--- src/rtl/channel_pkg.sv ---
// -----------------------------------------------------------------------------
// channel_pkg
// Shared types and constants for the single-slot handshake channel.
//   hs_protocol_e : handshake flavour (4-phase or 2-phase bundled data)
//   chan_status_e : encoding of the channel status output
//   rx_state_e    : receiver-side offer/acknowledge FSM states
//   TOKEN_CNT_W   : width of the optional delivered-token counter
// -----------------------------------------------------------------------------
package channel_pkg;

  typedef enum logic {
    P4PhaseBD = 1'b0,
    P2PhaseBD = 1'b1
  } hs_protocol_e;

  typedef enum logic [1:0] {
    IDLE      = 2'd0,
    SEND_PEND = 2'd1,
    RECV_PEND = 2'd2,
    BOTH_PEND = 2'd3
  } chan_status_e;

  typedef enum logic [1:0] {
    RX_EMPTY    = 2'd0,
    RX_OFFER    = 2'd1,
    RX_WAIT_REL = 2'd2
  } rx_state_e;

  localparam int unsigned TOKEN_CNT_W = 16;

  // bit0 = sender request outstanding, bit1 = slot holds a token
  function automatic chan_status_e pack_status(input logic send_pend,
                                               input logic slot_full);
    return chan_status_e'({slot_full, send_pend});
  endfunction

endpackage

--- src/rtl/channel_rx_fsm.sv ---
// -----------------------------------------------------------------------------
// channel_rx_fsm
// Receiver-side offer/acknowledge FSM of the channel, for both handshake
// flavours. The channel pulses 'load' on the edge a token is captured; this
// block offers it on r_req and flags 'slot_free' (combinational) during the
// cycle whose closing edge empties the slot.
//
// state       | meaning
// ------------+----------------------------------------------------------------
// RX_EMPTY    | no token held, receiver acknowledges are ignored
// RX_OFFER    | token offered, waiting for the receiver acknowledge event
// RX_WAIT_REL | 4-phase only: r_req dropped, waiting for r_ack to return to 0
//
// Ports:
//   clk, rst_n : clock, asynchronous active-low reset
//   load       : token captured at this edge
//   r_ack      : receiver acknowledge
//   r_req      : receiver request (level in 4-phase, toggle in 2-phase)
//   slot_free  : slot empties at the coming edge
// -----------------------------------------------------------------------------
module channel_rx_fsm
  import channel_pkg::*;
#(
  parameter hs_protocol_e HS_PROTOCOL = P4PhaseBD
) (
  input  logic clk,
  input  logic rst_n,
  input  logic load,
  input  logic r_ack,
  output logic r_req,
  output logic slot_free
);

  rx_state_e state_q, state_d;
  logic      r_tgl_q, r_tgl_d;

  always_ff @(posedge clk or negedge rst_n) begin
    if (!rst_n) begin
      state_q <= RX_EMPTY;
      r_tgl_q <= 1'b0;
    end else begin
      state_q <= state_d;
      r_tgl_q <= r_tgl_d;
    end
  end

  always_comb begin
    state_d   = state_q;
    r_tgl_d   = r_tgl_q;
    slot_free = 1'b0;
    if (HS_PROTOCOL == P2PhaseBD) begin
      case (state_q)
        RX_EMPTY: begin
          if (load) begin
            state_d = RX_OFFER;
            r_tgl_d = ~r_tgl_q;
          end
        end
        RX_OFFER: begin
          // The receiver has matched our transition: token consumed.
          if (r_ack == r_tgl_q) begin
            slot_free = 1'b1;
            if (load) begin
              r_tgl_d = ~r_tgl_q;
            end else begin
              state_d = RX_EMPTY;
            end
          end
        end
        default: state_d = RX_EMPTY;
      endcase
    end else begin
      case (state_q)
        RX_EMPTY: begin
          if (load) begin
            state_d = RX_OFFER;
          end
        end
        RX_OFFER: begin
          if (r_ack) begin
            state_d = RX_WAIT_REL;
          end
        end
        RX_WAIT_REL: begin
          if (!r_ack) begin
            slot_free = 1'b1;
            // A waiting sender may refill the slot on the same edge.
            state_d   = load ? RX_OFFER : RX_EMPTY;
          end
        end
        default: state_d = RX_EMPTY;
      endcase
    end
  end

  assign r_req = (HS_PROTOCOL == P2PhaseBD) ? r_tgl_q : (state_q == RX_OFFER);

endmodule

--- src/rtl/channel.sv ---
// -----------------------------------------------------------------------------
// channel
// Single-slot bundled-data handshake channel between a sender and a receiver.
// Holds at most one token; every token is delivered exactly once, in order.
// Sender-side capture logic and the slot flag live here; the receiver-side
// offer/acknowledge sequencing is in channel_rx_fsm.
//
// Parameters:
//   WIDTH       : data width, 1..64
//   HS_PROTOCOL : P4PhaseBD (level handshake) or P2PhaseBD (transition)
//
// Ports:
//   clk, rst_n  : clock, asynchronous active-low reset
//   s_req/s_ack : sender handshake, s_data sender data
//   r_req/r_ack : receiver handshake, r_data held token value
//   status      : {slot full, sender request pending}
//   token_cnt   : delivered-token counter, wraps at 16 bits; present only
//                 when the macro CHANNEL_TOKEN_CNT_EN is defined
// -----------------------------------------------------------------------------
module channel
  import channel_pkg::*;
#(
  parameter int unsigned  WIDTH       = 8,
  parameter hs_protocol_e HS_PROTOCOL = P4PhaseBD
) (
  input  logic                   clk,
  input  logic                   rst_n,
  input  logic                   s_req,
  input  logic [WIDTH-1:0]       s_data,
  output logic                   s_ack,
  output logic                   r_req,
  output logic [WIDTH-1:0]       r_data,
  input  logic                   r_ack,
  output logic [1:0]             status
`ifdef CHANNEL_TOKEN_CNT_EN
  ,
  output logic [TOKEN_CNT_W-1:0] token_cnt
`endif
);

  logic             s_ack_q, s_ack_d;
  logic             slot_full_q, slot_full_d;
  logic [WIDTH-1:0] r_data_q;
  logic             s_pend;
  logic             capture;
  logic             slot_free;

  // A sender request is outstanding when s_ack sits at its idle level
  // relative to s_req.
  assign s_pend = (HS_PROTOCOL == P2PhaseBD) ? (s_req ^ s_ack_q)
                                             : (s_req & ~s_ack_q);

  // Capture into an empty slot, or into the slot that empties at this very
  // edge so back-to-back tokens flow at one per handshake.
  assign capture = s_pend & (~slot_full_q | slot_free);

  always_comb begin
    s_ack_d = s_ack_q;
    if (HS_PROTOCOL == P2PhaseBD) begin
      if (capture) begin
        s_ack_d = ~s_ack_q;
      end
    end else begin
      if (capture) begin
        s_ack_d = 1'b1;
      end else if (s_ack_q && !s_req) begin
        s_ack_d = 1'b0;
      end
    end
  end

  always_comb begin
    slot_full_d = slot_full_q;
    if (capture) begin
      slot_full_d = 1'b1;
    end else if (slot_free) begin
      slot_full_d = 1'b0;
    end
  end

  always_ff @(posedge clk or negedge rst_n) begin
    if (!rst_n) begin
      s_ack_q     <= 1'b0;
      slot_full_q <= 1'b0;
      r_data_q    <= '0;
    end else begin
      s_ack_q     <= s_ack_d;
      slot_full_q <= slot_full_d;
      if (capture) begin
        r_data_q <= s_data;
      end
    end
  end

  channel_rx_fsm #(
    .HS_PROTOCOL (HS_PROTOCOL)
  ) u_rx_fsm (
    .clk       (clk),
    .rst_n     (rst_n),
    .load      (capture),
    .r_ack     (r_ack),
    .r_req     (r_req),
    .slot_free (slot_free)
  );

`ifdef CHANNEL_TOKEN_CNT_EN
  logic [TOKEN_CNT_W-1:0] token_cnt_q;

  always_ff @(posedge clk or negedge rst_n) begin
    if (!rst_n) begin
      token_cnt_q <= '0;
    end else if (slot_free) begin
      token_cnt_q <= token_cnt_q + TOKEN_CNT_W'(1);
    end
  end

  assign token_cnt = token_cnt_q;
`endif

  assign s_ack  = s_ack_q;
  assign r_data = r_data_q;
  assign status = pack_status(s_pend, slot_full_q);

endmodule

--- config.mk ---
export PLATFORM = sky130hd
export DESIGN_NAME = channel
export DESIGN_NICKNAME = d
export VERILOG_FILES = /design/src/rtl/channel_pkg.sv /design/src/rtl/channel_rx_fsm.sv /design/src/rtl/channel.sv
export SDC_FILE = /design/constraint.sdc
export NUM_CORES = 1
export LEC_CHECK = 0
export ABC_CLOCK_PERIOD_IN_PS = 1800
export CORE_AREA = 2 2 40 42
export CTS_BUF_LIST = sky130_fd_sc_hd__clkbuf_16
export DETAILED_ROUTE_END_ITERATION = 7
export DIE_AREA = 0 0 42 44
export PLACE_DENSITY = 0.81
export SETUP_SLACK_MARGIN = 0.5
export SKIP_LAST_GASP = 1
export SYNTH_ARGS = -nofsm -noshare
export SYNTH_HDL_FRONTEND = slang
export SYNTH_SLANG_ARGS = --single-unit
--- constraint.sdc ---
create_clock -name clk -period 1.8 [get_ports clk]
set_input_delay 0.36 -clock clk [delete_from_list [all_inputs] [get_ports clk]]
set_output_delay 0.36 -clock clk [all_outputs]
set_load 0.01 [all_outputs]
==> results of run 1 <==
## registers in the layout, indices dropped and copies added, names as in the netlist
| name | count |
|---|---|
| s_ack | 1 |
| u_rx_fsm.state_q | 2 |
| r_data | 8 |
| slot_full_q | 1 |
## synth_stat cells (all sizes together)
cell type | instances | share of area
o21a | 2 | 0.030
nor2b | 1 | 0.013
a21oi | 2 | 0.043
or3b | 1 | 0.023
buf | 2 | 0.030
inv | 1 | 0.0075
a22o | 1 | 0.018
mux2 | 8 | 0.18
nor2 | 1 | 0.0075
and2b | 1 | 0.015
nand2b | 1 | 0.013
dfrtp | 12 | 0.60
nand2 | 2 | 0.015
## kinds of logic after synthesis
kind of cell	Yosys count
AO/OA/AOI/OAI	5
buffers and inverters	3
flip-flops	12
multiplexers	8
AND/OR/NAND/NOR	7
## power groups by stage
stage	logic (mW)	clock network (mW)	registers, mW
6_report	0.499	0.403	0.434
5_1_grt	0.526	0.421	0.445
4_1_cts	0.471	0.406	0.435
3_5_place_dp	0.432	0	0.438
3_3_place_gp	0.429	0	0.439
2_1_floorplan	0.140	0	0.478
## stage by stage
step	TNS (ps)	std cells	area, um^2	power [mW]
after floorplan	0	35	496.7	0.6178
after global placement	-1347	74	747.0	0.8675
after detailed placement	-1522	74	747.0	0.8705
after CTS	0	84	925.9	1.312
after global routing	0	88	963.4	1.392
final	0	88	963.4	1.335
## cells in the final DEF, fill, tap and decap left out, types with 2 or more instances in the layout
cell and n:
clkbuf_16 3, buf_4 6, mux2_4 8, buf_2 2
clkdlybuf4s50_1 9, dlygate4sd2_1 10, buf_6 4, dfrtp_1 12
o21a_1 2, clkdlybuf4s15_1 2, nand2_1 2
## repair_timing
item | 4_1_cts | 5_1_grt
gates resized for setup | 31 | 6
gates cloned | 1 | 0
hold buffers | 0 | 0
setup endpoints to repair | 21 | 11
setup buffers | 5 | 4
pin swaps | 2 | 2
## layer usage
metal | vias up | GRT usage | wire (um)
met5 | - | 0 | 0
met4 | 0 | 0.07742 | 0
met3 | 0 | 0.04167 | 80
met2 | 17 | 0.2438 | 624
met1 | 192 | 0.1432 | 505
li1 | 192 | - | -
## area by class of cell
type | count | area (um^2)
Inverter | 1 | 3.754
Multi-Input combinational cell | 20 | 215.2
Clock inverter | 1 | 3.754
Clock buffer | 3 | 75.07
Timing Repair Buffer | 35 | 345.3
Fill cell | 124 | 455.4
Sequential cell | 12 | 300.3
Tap cell | 16 | 20.02
## worst paths after layout
| path | startpoint | cells after the start | end | slack [ps] |
|---|---|---|---|---|
| max reg2reg | u_rx_fsm.state_q[0] | 5 | r_data[2] | 220 |
| min | rst_n | 1 | r_data[3] | 470 |
| max | u_rx_fsm.state_q[0] | 5 | r_data[2] | 220 |
| max in group asynchronous | rst_n | 1 | r_data[6] | 990 |
| min in group clk | r_data[7] | 1 | r_data[7] | 510 |
| min reg2reg | r_data[7] | 1 | r_data[7] | 510 |
==> key figures, run 1 <==
GRT
  – All-Layer GR Usage: 0.1366
  – Initial antenna violation count: 0
  – Largest net degree at the start of global routing: 13
  – Vias in the first global route: 446
  – GR Overflow Total: 0
  – First-pass GRT wire length: 1807 um

Final layout
  – Fin util: 0.6790
  – Syn-to-layout area delta: 93.95%
  – Share of layout cells above drive strength 1: 0.4028
  – NumNets Final: 85
  – Antenna cell count: 0

Clocking
  – CTS H-Tree Depth: 1
  – CTS root buf: clkbuf_16
  – Clk buf depth: 2
  – CTS tree: yes
  – CTS Sinks: 12
  – Worst-path clk slew: roughly 40 ps
  – Number of buffers created by CTS: 3
  – Clk_lat worst skew: 240 ps

Floorplan
  – Row count: 14
  – IO Pins: 24
  – DIE HEIGHT: approximately 44 um
  – Initial Util: 0.3501
  – Core footprint: approximately 1400 um^2
  – Full die area: 1848 um^2
  – Horiz. Die Dim: 42 um

Route
  – Vias per cell: around 4.6
  – 1st-iter DRT viols: 0
  – Post-DRT Antenna Nets: 0
  – DR vias: roughly 400
  – Post-Route WL: 1210 um
  – First-pass DRT Iterations: 1
  – DRC errors left: 0
  – Wirelength per Cell: 13.75 um

Timing
  – Hold Vio Cnt, Final: 0
  – Slew headroom: 0.6559
  – Min Hold Slack: 468.9 ps
  – Worst-margin pin slew: 514.5 ps
  – Tcrit/Tclk final: 0.8761
  – Min cycle time layout: 1577 ps
  – Final setup vio count: 0
  – Fmax: 634.1 MHz
  – Max-slew violations: 0
  – Final Skew: 1.731 ps
  – PnR worst setup slack: between 200 and 250 ps
  – Unrepaired setup endpoints after global routing: yes

Flow run
  – Max-cap check violation count: 0

Setup path
  – CP max stage delay: 400 ps
  – Cell family with most CP delay: simple AND/OR/NAND/NOR gates
  – Critical path arrival: 1700 ps
  – CP required: 1920 ps
  – Crit path capture type: flip-flop
  – Crit path cell chain: or3b_4, a21oi_4, buf_6, buf_16, mux2_4
  – CP max stage cell: or3b_4
  – Startpoint class of the critical path: flip-flop
  – Worst setup path class: reg2reg
  – CP Buf/Inv Count: 2
  – CP max FO: 4

Pwr
  – P_sw: ~0.34 mW
  – Combinational share of power: 0.373
  – Reg power frac: 0.325
  – Clock Power Share: 0.302
  – Sw Share: 0.2560
  – VDD IR-drop max: 0.7820 mV
  – PD cells: 1386 nW/um^2
  – Static Leak: between 0.4 and 0.5 nW
  – P_int: 0.9936 mW

Placement
  – Pre-CTS setup slack: -185.4 ps
  – Gpl congestion: between 0.6 and 0.7
  – DP Wirelength: 691.7 um
  – I/O Buffers: 23

Logic synthesis
  – Net Count, Synth: 47
  – Mapped cell area: 496.7 um^2
  – Post-synthesis compound-gate area fraction: 0.09068
  – Yosys cell types: 14
  – Yosys warning count: 0
  – Cells after synthesis: 35
  – Simple logic cell fraction of the synthesized area: 0.08564
  – Post-synthesis sequential area ratio: 0.6045
  – Post-synthesis adder-cell area fraction: 0
  – Post-synthesis average cell area: 14.19 um^2
  – Xor/xnor cell area share of the yosys netlist: 0
  – Multiplexer share of the synthesized area: 0.1814
  – Seq cells post-synth: 12
  – Largest family of logic cells by synthesized area: multiplexers

Worst hold path
  – HP Class: in2async

Status
  – Outcome: completed
No activity file was read; power rests on OpenSTA's default activity.
==> run 2: changes to the inputs <==
Settings changed: CAP_MARGIN set to 25, CTS_CLUSTER_DIAMETER set to 40.
==> results of run 2 <==
Final layout, timing and power as in run 1 (identical DEF).
